<file path="src/rtl/cache_bus_arbiter.sv">
// rtl/cache_bus_arbiter.sv - icache/dcache arbiter onto one memory read port plus a single-entry dcache write buffer
//
// Ports:
//   clk, reset                  single clock, synchronous active-high reset
//   i_rd_req/type/addr          icache read request (type 000 byte, 001 half, 010 word, 100 line)
//   i_rd_rdy, i_ret_*           icache read grant and return beats
//   d_rd_req/type/addr          dcache read request
//   d_rd_rdy, d_ret_*           dcache read grant and return beats
//   d_wr_req/type/addr/wstrb/data, d_wr_rdy   dcache write into the buffer (rdy = buffer empty)
//   m_rd_*                      shared memory read port (request out, grant/return in)
//   m_wr_*                      shared memory write port (request out, m_wr_rdy in)
//   err                         sticky protocol-error flag
//
// Build option: define ARB_ROUND_ROBIN_EN to alternate between contending readers;
// when undefined the dcache always wins a simultaneous request.
module cache_bus_arbiter #(
    parameter int LINE_W = 128
) (
    input  logic              clk,
    input  logic              reset,

    input  logic              i_rd_req,
    input  logic [2:0]        i_rd_type,
    input  logic [31:0]       i_rd_addr,
    output logic              i_rd_rdy,
    output logic              i_ret_valid,
    output logic              i_ret_last,
    output logic [31:0]       i_ret_data,

    input  logic              d_rd_req,
    input  logic [2:0]        d_rd_type,
    input  logic [31:0]       d_rd_addr,
    output logic              d_rd_rdy,
    output logic              d_ret_valid,
    output logic              d_ret_last,
    output logic [31:0]       d_ret_data,

    input  logic              d_wr_req,
    input  logic [2:0]        d_wr_type,
    input  logic [31:0]       d_wr_addr,
    input  logic [3:0]        d_wr_wstrb,
    input  logic [LINE_W-1:0] d_wr_data,
    output logic              d_wr_rdy,

    output logic              m_rd_req,
    output logic [2:0]        m_rd_type,
    output logic [31:0]       m_rd_addr,
    input  logic              m_rd_rdy,
    input  logic              m_ret_valid,
    input  logic              m_ret_last,
    input  logic [31:0]       m_ret_data,

    output logic              m_wr_req,
    output logic [2:0]        m_wr_type,
    output logic [31:0]       m_wr_addr,
    output logic [3:0]        m_wr_wstrb,
    output logic [LINE_W-1:0] m_wr_data,
    input  logic              m_wr_rdy,

    output logic              err
);

    typedef enum logic {R_IDLE = 1'b0, R_BUSY = 1'b1} r_state_t;
    typedef enum logic {W_EMPTY = 1'b0, W_FULL = 1'b1} w_state_t;

    r_state_t          r_state, r_next;
    w_state_t          w_state, w_next;
    logic              owner;        // 0 icache, 1 dcache
    logic [1:0]        beat_cnt;
    logic              rd_is_line;
    logic              err_q;

    logic [2:0]        wb_type;
    logic [31:0]       wb_addr;
    logic [3:0]        wb_wstrb;
    logic [LINE_W-1:0] wb_data;

    logic              w_full;
    logic              i_elig, d_elig, any_elig;
    logic              win_d;
    logic              rd_grant, ret_end, wr_capture;

    assign w_full = (w_state == W_FULL);

    // A read to the line sitting in the write buffer must wait for the drain,
    // otherwise it could return stale memory contents.
    assign i_elig   = i_rd_req && !(w_full && (i_rd_addr[31:4] == wb_addr[31:4]));
    assign d_elig   = d_rd_req && !(w_full && (d_rd_addr[31:4] == wb_addr[31:4]));
    assign any_elig = i_elig || d_elig;

`ifdef ARB_ROUND_ROBIN_EN
    // rr_prefer_i = 1 means the icache wins the next contended cycle; after a
    // grant it points at whichever requester lost.
    logic rr_prefer_i;

    assign win_d = d_elig && !(i_elig && rr_prefer_i);

    always_ff @(posedge clk) begin
        if (reset) begin
            rr_prefer_i <= 1'b0;
        end else if (rd_grant) begin
            rr_prefer_i <= win_d;
        end
    end
`else
    assign win_d = d_elig;
`endif

    assign rd_grant   = !reset && (r_state == R_IDLE) && any_elig && m_rd_rdy;
    assign ret_end    = (r_state == R_BUSY) && m_ret_valid && m_ret_last;
    assign wr_capture = !reset && !w_full && d_wr_req;

    // ---------------- read FSM ----------------
    always_ff @(posedge clk) begin
        if (reset) begin
            r_state    <= R_IDLE;
            owner      <= 1'b0;
            beat_cnt   <= 2'd0;
            rd_is_line <= 1'b0;
        end else begin
            r_state <= r_next;
            if (rd_grant) begin
                owner      <= win_d;
                beat_cnt   <= 2'd0;
                rd_is_line <= win_d ? (d_rd_type == 3'b100) : (i_rd_type == 3'b100);
            end else if ((r_state == R_BUSY) && m_ret_valid) begin
                beat_cnt <= beat_cnt + 2'd1;
            end
        end
    end

    always_comb begin
        r_next = r_state;
        case (r_state)
            R_IDLE:  if (rd_grant) r_next = R_BUSY;
            R_BUSY:  if (ret_end)  r_next = R_IDLE;
            default: r_next = R_IDLE;
        endcase
    end

    always_comb begin
        i_rd_rdy    = 1'b0;
        d_rd_rdy    = 1'b0;
        m_rd_req    = 1'b0;
        m_rd_type   = 3'd0;
        m_rd_addr   = 32'd0;
        i_ret_valid = 1'b0;
        i_ret_last  = 1'b0;
        i_ret_data  = 32'd0;
        d_ret_valid = 1'b0;
        d_ret_last  = 1'b0;
        d_ret_data  = 32'd0;
        if (!reset) begin
            if (r_state == R_IDLE) begin
                // Beats arriving while idle are stray and go nowhere.
                m_rd_req = any_elig;
                if (win_d) begin
                    m_rd_type = d_rd_type;
                    m_rd_addr = d_rd_addr;
                    d_rd_rdy  = m_rd_rdy;
                end else if (i_elig) begin
                    m_rd_type = i_rd_type;
                    m_rd_addr = i_rd_addr;
                    i_rd_rdy  = m_rd_rdy;
                end
            end else if (owner) begin
                d_ret_valid = m_ret_valid;
                d_ret_last  = m_ret_last;
                d_ret_data  = m_ret_data;
            end else begin
                i_ret_valid = m_ret_valid;
                i_ret_last  = m_ret_last;
                i_ret_data  = m_ret_data;
            end
        end
    end

    // ---------------- error flag ----------------
    always_ff @(posedge clk) begin
        if (reset) begin
            err_q <= 1'b0;
        end else if (m_ret_valid &&
                     ((r_state == R_IDLE) ||
                      (m_ret_last && rd_is_line && (beat_cnt != 2'd3)))) begin
            err_q <= 1'b1;
        end
    end

    assign err = err_q && !reset;

    // ---------------- write buffer FSM ----------------
    always_ff @(posedge clk) begin
        if (reset) begin
            w_state  <= W_EMPTY;
            wb_type  <= 3'd0;
            wb_addr  <= 32'd0;
            wb_wstrb <= 4'd0;
            wb_data  <= '0;
        end else begin
            w_state <= w_next;
            if (wr_capture) begin
                wb_type  <= d_wr_type;
                wb_addr  <= d_wr_addr;
                wb_wstrb <= d_wr_wstrb;
                wb_data  <= d_wr_data;
            end
        end
    end

    always_comb begin
        w_next = w_state;
        case (w_state)
            W_EMPTY: if (wr_capture) w_next = W_FULL;
            W_FULL:  if (m_wr_rdy)   w_next = W_EMPTY;
            default: w_next = W_EMPTY;
        endcase
    end

    always_comb begin
        d_wr_rdy   = reset || !w_full;
        m_wr_req   = 1'b0;
        m_wr_type  = 3'd0;
        m_wr_addr  = 32'd0;
        m_wr_wstrb = 4'd0;
        m_wr_data  = '0;
        if (!reset && w_full) begin
            m_wr_req   = 1'b1;
            m_wr_type  = wb_type;
            m_wr_addr  = wb_addr;
            m_wr_wstrb = wb_wstrb;
            m_wr_data  = wb_data;
        end
    end

endmodule

</file>
<file path="config.mk">
export PLATFORM = sky130hd
export DESIGN_NAME = cache_bus_arbiter
export DESIGN_NICKNAME = d
export VERILOG_FILES = /design/src/rtl/cache_bus_arbiter.sv
export SDC_FILE = /design/constraint.sdc
export NUM_CORES = 1
export LEC_CHECK = 0
export CAP_MARGIN = 20
export CORE_AREA = 2 2 214 216
export CTS_CLUSTER_DIAMETER = 40
export DETAILED_ROUTE_END_ITERATION = 6
export DIE_AREA = 0 0 216 218
export MAX_ROUTING_LAYER = met4
export SYNTH_ARGS = -nofsm -noshare
export SYNTH_HDL_FRONTEND = slang
export SYNTH_SLANG_ARGS = --single-unit
</file>
<file path="constraint.sdc">
create_clock -name clk -period 6.1 [get_ports clk]
set_input_delay 0.61 -clock clk [delete_from_list [all_inputs] [get_ports clk]]
set_output_delay 0.61 -clock clk [all_outputs]
set_load 0.01 [all_outputs]
</file>
Word level (Yosys, flattened, before mapping):

Index checks and enable logic that the tools add are counted.

* add/sub/neg operators: 1
* equality and inequality tests: 5
* mux-type cells: 47
* bitwise operators: 2
* reduce and logical (&&, ||, !) cells: 24

Operators by type and width (number)
* 2-to-1 mux 32 bit: 11
* 2-to-1 mux 128 bit: 1
* == test 28 bit: 2
* 2-to-1 mux 1 bit: 27
* logical AND 1 bit: 16
* 2-to-1 mux 3 bit: 5
* == test 3 bit (second input constant): 2
* zero test 1 bit: 4
* 2-to-1 mux 4 bit: 1
* case mux 1 bit (2 select lines): 2
* logical OR 1 bit: 3
* adder 2 x 1 -> 2 bit (second input constant): 1
* inequality test 2 bit (second input constant): 1
* NOT 1 bit: 2
* OR reduction 2 bit: 1

* register bits: 174

Depth between registers and ports, before layout:

Gate-level depths: netlist (run 1).

* depth after elaboration: 9
* mapped depth: 8

Worst setup path after synthesis (run 1):

No wires, ideal clock.

* path kind: input to output
* start point: input d_rd_addr[13]
* end point: output m_rd_addr[17]
* arrival time: 2119 ps
* data required time: 5490 ps
* path slack: 3371 ps
* stages: 7
* path through: inv_1 > a22o_1 > or4_4 > o31a_4 > o21ai_4 > buf_2 > a21oi_1

* word-level cells in the longest chain between the ends: 7

Ends and longest elaborated chain
* from (decl): RTL line 32 `input logic [31:0] d_rd_addr,`
* == test 28 bit: RTL line 88 `assign d_elig = d_rd_req && !(w_full && (d_rd_addr[31:4] == wb_addr[31:4]));`
* logical AND 1 bit: RTL line 88
* zero test 1 bit: RTL line 88
* logical AND 1 bit: RTL line 88
* 2-to-1 mux 32 bit: RTL line 157 `if (win_d) begin`
* 2-to-1 mux 32 bit: RTL line 154 `if (r_state == R_IDLE) begin`
* 2-to-1 mux 32 bit: RTL line 153 `if (!reset) begin`
* to (decl): RTL line 47 `output logic [31:0] m_rd_addr,`

No other way between the ends.

Worst setup path in the final report (run 1):

* start point: input d_rd_addr[23]
* end point: output m_rd_addr[2]

Same word-level chain as after synthesis.

==> Flow_metrics.wiki, run 1 <==
{| class="wikitable"
! Metric !! Value
|-
| Status || complete, no violations
|-
| Number of instances resized during post-cts repair || 0
|-
| Routability cong. || 0.927
|-
| Async S/R FF share, synth || 0%
|-
| Hold Path Class || flip-flop to flip-flop
|-
| Library cell occupying the most area in the post-synthesis netlist || sky130_fd_sc_hd__dfxtp_1
|-
| Kind of capture point of the worst setup path || primary output
|-
| Netlist Area Pre-Place || 8740 µm²
|-
| Initial antenna violation count || 2
|-
| Most used standard cell by instance count after synthesis || sky130_fd_sc_hd__nand2_1
|-
| Post-synth top cells || sky130_fd_sc_hd__nand2_1 (436), sky130_fd_sc_hd__dfxtp_1 (174), sky130_fd_sc_hd__o21ai_0 (166)
|-
| Sort of element at the start of the critical path || primary input
|-
| Final critical-path share of the clock period || 77.8%
|-
| Most crowded layer after global routing || met2
|-
| Average cell area after synthesis || 6.94 µm²
|-
| Worst path bufs/invs || 2
|-
| Rows || 78
|-
| Worst-case setup slack after placement || 1.39 ns
|-
| Tightest Pin Transition || 1.03 ns
|-
| Worst setup path class || primary input to primary output
|-
| Largest delay contributor family on the critical path || compound AO/OA/AOI/OAI gates
|-
| Proportion of layout cells with a drive suffix above 1 || 2.96%
|-
| Count of TritonRoute iterations in the first routing pass || 5
|-
| DIE AREA || 47100 µm²
|-
| Max VDD drop || 0.197 mV
|-
| Count of nets left with antenna violations after detail routing || 0
|-
| Estimated wirelength of the detail-placed design || 33100 µm
|-
| Endpoint arrival time on the critical path || 4.14 ns
|-
| Count of flip-flops with a built-in enable after synthesis || 0
|-
| Slew HR || 31.4%
|-
| Die width || 216 µm
|-
| Final worst path period need || 4.75 ns
|-
| Cts-stage hold buffer count || 0
|-
| GR Util met1 || 19.0%
|-
| Number of warning messages in the yosys log || 0
|-
| Global-route met3 utilization || 4.34%
|-
| Post-route setup slack || 1.35 ns
|-
| Effective utilization at floorplan || 19.5%
|-
| Number of global-route vias before repair || 9737
|-
| Detailed Route Iter0 Violations || 469
|-
| Detailed-route DRC error count || 0
|-
| Final Slew Violations || 0
|-
| Floorplan Core Area || 44900 µm²
|-
| Clock root buffer || sky130_fd_sc_hd__clkbuf_16
|-
| Final-report hold violation count || 0
|-
| Port bufs || 553
|-
| Delay of the slowest cell on the worst path || 0.87 ns
|-
| Setup TNS || 0 ns
|-
| Clock Path Buffers || 2
|-
| Leak || 5.56 nW
|-
| Cell count after synthesis || 1259
|-
| Number of maximum-capacitance violations || 0
|-
| Layout net count || 2022
|-
| Post-detailed-route via-to-cell ratio || 4.26
|-
| Total Routing Usage GR || 17.9%
|-
| Post-CTS clock slew at the launch and capture registers of the worst setup and hold paths || 0.07 ns
|-
| Synthesized net count || 1538
|-
| Synth Flop Type || sky130_fd_sc_hd__dfxtp_1
|-
| Critical path's slowest cell || sky130_fd_sc_hd__o21ai_4
|-
| Count of state elements after synthesis || 174
|-
| Unrepaired setup endpoints after global routing || no
|-
| Power density of the placed cells || 196 nW/µm²
|-
| Fraction of post-synthesis cell area in the top cell type by area || 39.9%
|-
| Critical path fanouts, max || 39
|-
| Required time at the endpoint of the critical path || 5.49 ns
|-
| Count of clock tree sinks || 174
|-
| Maximum number of pins on one net before global-route repair || 194
|-
| Total number of vias || 10000
|-
| Post CTS Setup Buffer Count || 0
|-
| Post-synthesis sequential area ratio || 39.9%
|-
| Number of top-level design ports || 554
|-
| Top cell by count, worst path || sky130_fd_sc_hd__clkdlybuf4s50_1
|-
| Total Wirelength || 42600 µm
|-
| Layout Area Growth over Synthesis || 75.6%
|-
| Average wire per cell in the routed design || 18.1 µm
|-
| TritonCTS clock tree || done
|-
| Final setup violation count || 0
|-
| Die height || 218 µm
|-
| Met2 track demand over resource || 32.3%
|-
| Synth cell types || 42
|-
| Global-route wire length before repair || 61400 µm
|-
| Inserted Clock Buffers || 17
|-
| Clock latency on the worst-skew pair || 0.46 ns
|-
| Congestion Overflow GR || 0
|-
| Cells traversed along the worst timing path || clkdlybuf4s50_1, xor2_1, nor4_1, nand4_1, o31a_4, o21ai_4, nor2_1, clkdlybuf4s50_1
|-
| Max Clk Rate || 211 MHz
|-
| Filler Cell Count || 4797
|-
| Worst-case clock skew || 0.00873 ns
|-
| Ranking of synthesized cells by area || sky130_fd_sc_hd__dfxtp_1 (40%), sky130_fd_sc_hd__nand2_1 (19%), sky130_fd_sc_hd__and2_1 (12%), sky130_fd_sc_hd__o21ai_0 (9.5%), sky130_fd_sc_hd__nor2_1 (3.5%)
|-
| Number of H-tree branching levels || 4
|}
-- tightest hold or removal path, stage by stage (launching register included) --
cell and delay (ns):
sky130_fd_sc_hd__dfxtp_1 0.31, sky130_fd_sc_hd__nand2_1 0.04, sky130_fd_sc_hd__o21ai_0 0.06
-- logic make-up after synthesis --
group	synth area share (%)
AND/OR/NAND/NOR	35.9
AO/OA/AOI/OAI	13.3
flip-flops	39.9
buffers and inverters	4.62
XOR/XNOR	5.41
multiplexers	0.702
adder cells (fa/ha/maj)	0.143
-- cell usage in the layout (no fill, tap or decap), drive strengths merged, types with 2 or more instances in the layout --
cell type / instances
o31ai: 4
nor3b: 2
nand4: 7
inv: 13
o21bai: 2
clkbuf: 20
nor4: 7
buf: 7
diode: 2
clkinvlp: 3
clkinv: 2
nor2: 81
mux2i: 5
clkdlybuf4s50: 553
o21ai: 167
nand2: 436
o221a: 2
and2: 164
xor2: 23
dfxtp: 174
a21boi: 2
nand2b: 3
xnor2: 31
and3: 2
nand3: 2
a21oi: 32
-- per-stage QoR --
step / area [µm²] / util (%) / power [mW] / instances / hold slack [ns]
after floorplan: 8740 / - / 1.53 / 1259 / 0.429
after global placement: 14800 / 32.9 / 1.89 / 2324 / 0.438
after detailed placement: 14800 / 32.9 / 1.90 / 2324 / 0.445
after CTS: 15300 / 34.2 / 3.05 / 2356 / 0.456
after global routing: 15300 / 34.2 / 3.16 / 2358 / 0.473
final: 15300 / 34.2 / 3.00 / 2358 / 0.452
-- path summary, 6_finish.rpt --
check / cells after the start / start / end / slack (ns)
setup / recovery: 8 / d_rd_addr[23] / m_rd_addr[2] / 1.35
hold / removal: 2 / wb_data[53]$_SDFFE_PP0P_ / wb_data[53]$_SDFFE_PP0P_ / 0.45
setup reg to reg: 6 / wb_addr[23]$_SDFFE_PP0P_ / rd_is_line$_SDFFE_PP0P_ / 3.55
hold reg to reg: 2 / wb_data[53]$_SDFFE_PP0P_ / wb_data[53]$_SDFFE_PP0P_ / 0.45
-- state kept, by name (all words and copies together) (netlist names) --
| name | count |
|---|---|
| err_q | 1 |
| w_full | 1 |
| wb_addr | 32 |
| owner | 1 |
| wb_type | 3 |
| wb_data | 128 |
| beat_cnt | 2 |
| wb_wstrb | 4 |
| r_state | 1 |
| rd_is_line | 1 |
-- routing by layer --
metal / share of wire (%) / vias to the layer above / routed length, µm
met4: 2.3 / 0 / 994
li1: - / 4950 / -
met3: 6.0 / 43 / 2560
met2: 53 / 386 / 22400
met5: 0 / - / 0
met1: 39 / 4656 / 16600
-- report_power, final --
group / switching (mW) / total, mW / internal [mW] / leakage [nW]
registers: 0.0592 / 1.28 / 1.22 / 1.43
clock network: 0.526 / 1.13 / 0.607 / 0.285
logic: 0.273 / 0.588 / 0.315 / 3.84
-- layout make-up --
cell class	instances	area (µm²)	share of cell area, %
flip-flops and latches	174	3480	22.7
clock buffers	20	467	3.04
well taps	600	751	4.89
diodes	2	5.00	0.0326
clock inverters	12	126	0.823
repair buffers	560	5630	36.7
multi-input cells	983	4860	31.6
inverters	7	33.8	0.220
Power figures use the tool's default switching activity.
==> run 2: changes to the inputs <==
--- a/config.mk
+++ b/config.mk
@@ -6,10 +6,10 @@
 export NUM_CORES = 1
 export LEC_CHECK = 0
 export CAP_MARGIN = 20
-export CORE_AREA = 2 2 214 216
+export CORE_AREA = 2 2 216 218
 export CTS_CLUSTER_DIAMETER = 40
 export DETAILED_ROUTE_END_ITERATION = 6
-export DIE_AREA = 0 0 216 218
+export DIE_AREA = 0 0 218 220
 export MAX_ROUTING_LAYER = met4
 export SYNTH_ARGS = -nofsm -noshare
 export SYNTH_HDL_FRONTEND = slang
==> constraint.sdc (replaced) <==
create_clock -name clk -period 4.6 [get_ports clk]
set_input_delay 0.46 -clock clk [delete_from_list [all_inputs] [get_ports clk]]
set_output_delay 0.46 -clock clk [all_outputs]
set_load 0.01 [all_outputs]
==> run 2 against run 1 <==
  * Global-route usage decreased by 2.5 points
  * Hold slack got worse by 0.0029 ns
  * Worst setup slack got worse by 0.81 ns
  * Core utilization decreased by 0.56 points
  * Clock power increased by 35%
  * First-iteration DRC count increased by 27%
  * Critical path type unchanged
  * Critical endpoint is now m_rd_addr[24]
  * Largest cell class unchanged
==> Flow_metrics.wiki, run 2 (synthesis gave the netlist of run 1 again) <==
{| class="wikitable"
! Metric !! Value
|-
| Die height || 220 µm (+0.92%)
|-
| Inserted Clock Buffers || 17 (unchanged)
|-
| Layout net count || 2024 (+0.099%)
|-
| Average wire per cell in the routed design || 15.8 µm (-13%)
|-
| Number of instances resized during post-cts repair || 0 (unchanged)
|-
| Post-detailed-route via-to-cell ratio || 4.20 (-1.2%)
|-
| Hold Path Class || flip-flop to flip-flop
|-
| Count of TritonRoute iterations in the first routing pass || 5 (unchanged)
|-
| Final worst path period need || 4.06 ns
|-
| Critical path's slowest cell || sky130_fd_sc_hd__or4_4
|-
| Status || complete, no violations
|-
| Final-report hold violation count || 0 (unchanged)
|-
| Number of top-level design ports || 554 (unchanged)
|-
| Filler Cell Count || 4900 (+2.1%)
|-
| Unrepaired setup endpoints after global routing || no
|-
| Most frequent cells in the layout || sky130_fd_sc_hd__clkdlybuf4s50_1 (553), sky130_fd_sc_hd__nand2_1 (436), sky130_fd_sc_hd__dfxtp_1 (174), sky130_fd_sc_hd__o21ai_0 (166), sky130_fd_sc_hd__and2_1 (164)
|-
| Die width || 218 µm (+0.93%)
|-
| Total number of vias || 9949 (-0.86%)
|-
| Top cell by count, worst path || sky130_fd_sc_hd__clkdlybuf4s50_1
|-
| Flip-flop count of the largest register, all copies and words added || 128 (unchanged)
|-
| Final setup violation count || 0 (unchanged)
|-
| Clock latency on the worst-skew pair || 0.47 ns (about the same)
|-
| Clock root buffer || sky130_fd_sc_hd__clkbuf_16
|-
| Power density of the placed cells || 258 nW/µm² (+32%)
|-
| Sort of element at the start of the critical path || primary input
|-
| Routability cong. || 0.940 (+1.5%)
|-
| Setup TNS || 0 ns (unchanged)
|-
| Post-CTS clock slew at the launch and capture registers of the worst setup and hold paths || 0.06 ns (about the same)
|-
| Number of global-route vias before repair || 9254 (-5.0%)
|-
| Max VDD drop || 0.245 mV (+24%)
|-
| Worst path bufs/invs || 3 (+1)
|-
| Critical path fanouts, max || 39 (unchanged)
|-
| Largest register by flop count || wb_data
|-
| Total Routing Usage GR || 15.3% (-2.5 points)
|-
| Required time at the endpoint of the critical path || 4.14 ns (-1.35 ns)
|-
| Cells traversed along the worst timing path || clkdlybuf4s50_1, xnor2_1, nand2_1, or4_4, o31a_4, o21ai_4, buf_4, a21oi_1, clkdlybuf4s50_1
|-
| Endpoint arrival time on the critical path || 3.60 ns (-0.54 ns)
|-
| Total Wirelength || 37300 µm (-12%)
|-
| Number of H-tree branching levels || 4 (unchanged)
|-
| Worst-case clock skew || 0.0119 ns (+0.00313 ns)
|-
| Congestion Overflow GR || 0 (unchanged)
|-
| Leak || 5.59 nW (+0.63%)
|-
| Final critical-path share of the clock period || 88.2%
|-
| Largest delay contributor family on the critical path || buffers and inverters
|-
| Layout Area Growth over Synthesis || 76.5%
|-
| Count of clock tree sinks || 174 (unchanged)
|-
| Clock Path Buffers || 2 (unchanged)
|-
| Max Clk Rate || 246 MHz
|-
| Cts-stage hold buffer count || 0 (unchanged)
|-
| TritonCTS clock tree || done
|-
| Final Slew Violations || 0 (unchanged)
|-
| Floorplan Core Area || 45900 µm² (+2.2%)
|-
| Post CTS Setup Buffer Count || 0 (unchanged)
|-
| Multi-input gate area in the final layout || 4860 µm² (unchanged)
|-
| Slew HR || 25.8% (-5.6 points)
|-
| Effective utilization at floorplan || 19.1% (-0.41 points)
|-
| Proportion of layout cells with a drive suffix above 1 || 2.85% (-0.11 points)
|-
| Detailed-route DRC error count || 0 (unchanged)
|-
| Final instance area || 15400 µm² (+0.50%)
|-
| Number of maximum-capacitance violations || 0 (unchanged)
|-
| Rows || 79 (+1.3%)
|-
| Count of nets left with antenna violations after detail routing || 0 (unchanged)
|-
| Post-Place Cell Area || 14800 µm² (+0.28%)
|-
| Tightest Pin Transition || 1.11 ns (+0.0836 ns)
|-
| Worst setup path class || primary input to primary output
|-
| DIE AREA || 48000 µm² (+1.9%)
|-
| Leading registers by flop count || wb_data (128), wb_addr (32), wb_wstrb (4)
|-
| Register Area || 3480 µm² (unchanged)
|-
| Initial antenna violation count || 4 (+2)
|-
| Global-route wire length before repair || 54200 µm (-12%)
|-
| PnR Total Power || 3.99 mW (+33%)
|-
| Estimated wirelength of the detail-placed design || 28100 µm (-15%)
|-
| Maximum number of pins on one net before global-route repair || 209 (+7.7%)
|-
| Delay of the slowest cell on the worst path || 0.57 ns (-0.30 ns)
|-
| Most common cell after layout, fill and taps aside || sky130_fd_sc_hd__clkdlybuf4s50_1
|-
| Port bufs || 553 (unchanged)
|-
| Detailed Route Iter0 Violations || 597 (+27%)
|-
| Kind of capture point of the worst setup path || primary output
|}
## run 2: cell count changes in the layout (fill, tap and decap cells not counted)
cell and change:
sky130_fd_sc_hd__buf_16 +1, sky130_fd_sc_hd__diode_2 +2, sky130_fd_sc_hd__clkbuf_1 +2, sky130_fd_sc_hd__bufinv_16 +2
sky130_fd_sc_hd__inv_8 -3, sky130_fd_sc_hd__inv_6 -1, sky130_fd_sc_hd__clkbuf_8 -1, sky130_fd_sc_hd__clkinv_2 +1
sky130_fd_sc_hd__clkinv_4 +1, sky130_fd_sc_hd__buf_4 -1, sky130_fd_sc_hd__buf_12 +2, sky130_fd_sc_hd__clkinvlp_4 -3
## run 2: path summary, 6_finish.rpt
kind | from | to | slack (ns) | cells after the start
worst max-delay path | d_rd_addr[10] | m_rd_addr[24] | 0.54 | 9
worst min-delay path | wb_data[109]$_SDFFE_PP0P_ | wb_data[109]$_SDFFE_PP0P_ | 0.45 | 2
worst max register to register | wb_addr[10]$_SDFFE_PP0P_ | rd_is_line$_SDFFE_PP0P_ | 2.08 | 6
worst min register to register | wb_data[109]$_SDFFE_PP0P_ | wb_data[109]$_SDFFE_PP0P_ | 0.45 | 2
## run 2: per-layer routing
metal	up-vias	track usage (%)	part of all wire [%]
li1	4969	-	-
met1	4504	16.9	39
met2	429	25.7	50
met3	47	4.40	7.8
met4	0	6.80	2.8
met5	-	-	0
## run 2: through the flow
step	hold WS (ns)	util, %	std cells	setup slack, ns
6_report	0.449	33.6	2367	0.541
5_1_grt	0.471	33.6	2367	0.429
4_1_cts	0.456	33.5	2362	0.577
3_5_place_dp	0.445	32.3	2332	0.587
3_3_place_gp	0.439	32.3	2332	0.659
2_1_floorplan	0.429	-	1259	2.17
## run 2: worst register-to-register path, stage by stage, from the launching register on
cell and delay [ns]:
sky130_fd_sc_hd__dfxtp_1 0.35, sky130_fd_sc_hd__xnor2_1 0.27, sky130_fd_sc_hd__nand2_1 0.19, sky130_fd_sc_hd__or4_4 0.57
sky130_fd_sc_hd__o31a_4 0.50, sky130_fd_sc_hd__o21ba_2 0.29, sky130_fd_sc_hd__o221a_1 0.23
## run 2: power by group
group / switching (mW) / total [mW] / internal [mW]
logic: 0.345 / 0.767 / 0.423
registers: 0.0766 / 1.70 / 1.62
clock network: 0.640 / 1.52 / 0.879
## run 2: layout make-up
class / count / share of cell area [%]
Tap cell: 607 / 4.92
Clock inverter: 9 / 0.876
Sequential cell: 174 / 22.6
Timing Repair Buffer: 562 / 36.9
Inverter: 7 / 0.219
Multi-Input combinational cell: 983 / 31.5
Antenna cell: 4 / 0.0649
Clock buffer: 21 / 2.99
==> run 3: changes to the inputs <==
--- a/config.mk
+++ b/config.mk
@@ -6,11 +6,14 @@
 export NUM_CORES = 1
 export LEC_CHECK = 0
 export CAP_MARGIN = 20
-export CORE_AREA = 2 2 216 218
+export CORE_AREA = 2 2 213 215
+export CTS_BUF_LIST = sky130_fd_sc_hd__clkbuf_8
 export CTS_CLUSTER_DIAMETER = 40
+export CTS_CLUSTER_SIZE = 40
 export DETAILED_ROUTE_END_ITERATION = 6
-export DIE_AREA = 0 0 218 220
+export DIE_AREA = 0 0 215 217
 export MAX_ROUTING_LAYER = met4
+export SKIP_CTS_REPAIR_TIMING = 1
 export SYNTH_ARGS = -nofsm -noshare
 export SYNTH_HDL_FRONTEND = slang
 export SYNTH_SLANG_ARGS = --single-unit
==> run 3 against run 2 <==
  * Cell area fell by 1.2%
  * Sequential cell count did not move
  * Global-route usage rose by 2.1 points
  * Sequential share of layout area rose by 0.28 points
  * Hold slack improved by 0.0065 ns
  * Largest cell class unchanged
==> Flow_metrics.wiki, run 3 (synthesis gave the netlist of run 1 again) <==
{| class="wikitable"
! Metric !! Value
|-
| PnR Total Power || 3.58 mW (-10%)
|-
| TritonCTS clock tree || done
|-
| Cells traversed along the worst timing path || xor2_1, nor4_1, nand4_1, o31a_4, o21ai_4, buf_4, nor2_1, clkdlybuf4s50_1
|-
| Effective utilization at floorplan || 19.6% (+0.50 points)
|-
| Estimated wirelength of the detail-placed design || 32000 µm (+14%)
|-
| Number of global-route vias before repair || 9489 (+2.5%)
|-
| Global-route wire length before repair || 59600 µm (+10%)
|-
| Congestion Overflow GR || 0 (unchanged)
|-
| Endpoint arrival time on the critical path || 3.72 ns (+0.12 ns)
|-
| Clock latency on the worst-skew pair || 0.51 ns (+0.04 ns)
|-
| Max VDD drop || 0.175 mV (-28%)
|-
| Rows || 78 (-1.3%)
|-
| Sort of element at the start of the critical path || flip-flop
|-
| Unrepaired setup endpoints after global routing || no
|-
| Final setup violation count || 0 (unchanged)
|-
| Total Routing Usage GR || 17.5% (+2.1 points)
|-
| Final worst path period need || 4.18 ns (+0.124 ns)
|-
| Internal reg-to-reg setup slack || 1.99 ns (-0.09 ns)
|-
| Leak || 5.50 nW (-1.7%)
|-
| Number of top-level design ports || 554 (unchanged)
|-
| Status || complete, no violations
|-
| Worst R2R Start || wb_addr[20]$_SDFFE_PP0P_
|-
| Floorplan Core Area || 44700 µm² (-2.5%)
|-
| Most frequent cells in the layout || sky130_fd_sc_hd__clkdlybuf4s50_1 (548), sky130_fd_sc_hd__nand2_1 (436), sky130_fd_sc_hd__dfxtp_1 (174), sky130_fd_sc_hd__o21ai_0 (166), sky130_fd_sc_hd__and2_1 (164)
|-
| Final-report hold violation count || 0 (unchanged)
|-
| Total Wirelength || 41400 µm (+11%)
|-
| End of the critical path || m_rd_addr[3]
|-
| Setup TNS || 0 ns (unchanged)
|-
| Detailed-route DRC error count || 0 (unchanged)
|-
| Logic depth of the worst setup path including buffers || 8 (-1)
|-
| Total number of vias || 9897 (-0.52%)
|-
| Hold Path Class || flip-flop to flip-flop
|-
| Max Clk Rate || 239 MHz (-3.0%)
|-
| Count of TritonRoute iterations in the first routing pass || 5 (unchanged)
|-
| Required time at the endpoint of the critical path || 4.14 ns (about the same)
|-
| Layout net count || 2025 (+0.049%)
|-
| Final Slew Violations || 0 (unchanged)
|-
| Post-detailed-route via-to-cell ratio || 4.17 (-0.77%)
|-
| Endpoint of the worst-slack reg-to-reg timing path || rd_is_line$_SDFFE_PP0P_
|-
| Post-route setup slack || 0.418 ns (-0.124 ns)
|-
| Worst-case setup slack after placement || 0.498 ns (-0.0896 ns)
|-
| Number of H-tree branching levels || 4 (unchanged)
|-
| Routability cong. || 0.942 (+0.17%)
|-
| Inserted Clock Buffers || 17 (unchanged)
|-
| Most common cell after layout, fill and taps aside || sky130_fd_sc_hd__clkdlybuf4s50_1
|-
| Power density of the placed cells || 235 nW/µm² (-9.1%)
|-
| Delay of the slowest cell on the worst path || 0.63 ns (+0.06 ns)
|-
| Worst setup path class || flip-flop to primary output
|-
| Proportion of layout cells with a drive suffix above 1 || 3.36% (+0.51 points)
|-
| Leading registers by flop count || wb_data (128), wb_addr (32), wb_wstrb (4)
|-
| Detailed Route Iter0 Violations || 559 (-6.4%)
|-
| Count of clock tree sinks || 174 (unchanged)
|-
| DIE AREA || 46700 µm² (-2.7%)
|-
| Post-CTS clock slew at the launch and capture registers of the worst setup and hold paths || 0.10 ns (+0.04 ns)
|-
| Clock root buffer || sky130_fd_sc_hd__clkbuf_8
|-
| Port bufs || 553 (unchanged)
|-
| Flip-flop count of the largest register, all copies and words added || 128 (unchanged)
|-
| Initial antenna violation count || 14 (+10)
|-
| Largest register by flop count || wb_data
|-
| Maximum number of pins on one net before global-route repair || 184 (-12%)
|-
| Kind of capture point of the worst setup path || primary output
|-
| Final critical-path share of the clock period || 90.9% (+2.7 points)
|-
| Count of nets left with antenna violations after detail routing || 0 (unchanged)
|-
| Critical path's slowest cell || sky130_fd_sc_hd__o31a_4
|-
| Worst-case clock skew || 0.0150 ns (+0.00310 ns)
|-
| Setup crit start || wb_addr[20]$_SDFFE_PP0P_
|-
| Slew HR || 31.4% (+5.6 points)
|-
| Clock Path Buffers || 2 (unchanged)
|-
| Largest delay contributor family on the critical path || simple AND/OR/NAND/NOR gates
|-
| Cell depth of the worst flop-to-flop path || 6 (unchanged)
|-
| Filler Cell Count || 4777 (-2.5%)
|-
| Die width || 215 µm (-1.4%)
|-
| Tightest Pin Transition || 1.03 ns (-0.0844 ns)
|-
| Critical path fanouts, max || 39 (unchanged)
|-
| Worst path bufs/invs || 2 (-1)
|-
| Number of maximum-capacitance violations || 0 (unchanged)
|-
| Die height || 217 µm (-1.4%)
|-
| Layout Area Growth over Synthesis || 74.4%
|-
| Average wire per cell in the routed design || 17.4 µm (+11%)
|}
## run 3: changes by cell type in the layout (fill, tap and decap cells not counted), sizes merged
cell,before,now
bufinv,3,1
inv,9,14
diode,4,15
clkinv,4,2
clkinvlp,0,3
clkdlybuf4s50,553,548
clkbuf,21,18
buf,9,15
## run 3: power breakdown
part	internal, mW	switching (mW)	leakage [nW]
sequential	1.62	0.0784	1.43
combinational	0.425	0.354	3.88
clock	0.452	0.649	0.185
## run 3: metrics by stage
stage	instances	hold WS [ns]	util, %	area [µm²]
3_3_place_gp	2327	0.439	33.2	14800
2_1_floorplan	1259	0.429	-	8740
6_report	2373	0.456	34.1	15200
5_1_grt	2372	0.454	34.1	15200
4_1_cts	2358	0.419	34.0	15200
3_5_place_dp	2327	0.445	33.2	14800
## run 3: cell type report
type / instances / area [µm²] / share of cell area, %
Multi-Input combinational cell: 983 / 4860 / 31.9
Clock inverter: 13 / 130 / 0.854
Inverter: 7 / 33.8 / 0.222
Timing Repair Buffer: 563 / 5700 / 37.4
Tap cell: 600 / 751 / 4.93
Clock buffer: 18 / 248 / 1.63
Antenna cell: 15 / 37.5 / 0.246
Sequential cell: 174 / 3480 / 22.9
## run 3: worst min path at each step
stage                                         from                   endpoint  slack (ns)  cells after the start
after floorplan                 err_q$_SDFFE_PP0P_         err_q$_SDFFE_PP0P_        0.43                      2
after global placement    wb_data[33]$_SDFFE_PP0P_   wb_data[33]$_SDFFE_PP0P_        0.44                      2
after detailed placement  wb_data[64]$_SDFFE_PP0P_   wb_data[64]$_SDFFE_PP0P_        0.44                      2
after CTS                           d_wr_data[105]  wb_data[105]$_SDFFE_PP0P_        0.42                      3
after global routing                 d_wr_data[80]   wb_data[80]$_SDFFE_PP0P_        0.45                      3
final                      wb_data[2]$_SDFFE_PP0P_    wb_data[2]$_SDFFE_PP0P_        0.46                      2
## run 3: layer usage
layer  share of wire [%]  track usage [%]  up-vias  wire (µm)
met1                  40             18.8     4483      16400
met3                 6.9             4.95       66       2850
li1                    -                -     4971          -
met2                  50             29.4      377      20600
met4                 3.6             9.15        0       1500
met5                   0                -        -          0
## run 3: worst min-delay path, stage by stage, from the launching register on
cell and delay [ns]:
sky130_fd_sc_hd__dfxtp_1 0.32, sky130_fd_sc_hd__nand2_1 0.05, sky130_fd_sc_hd__o21ai_0 0.06
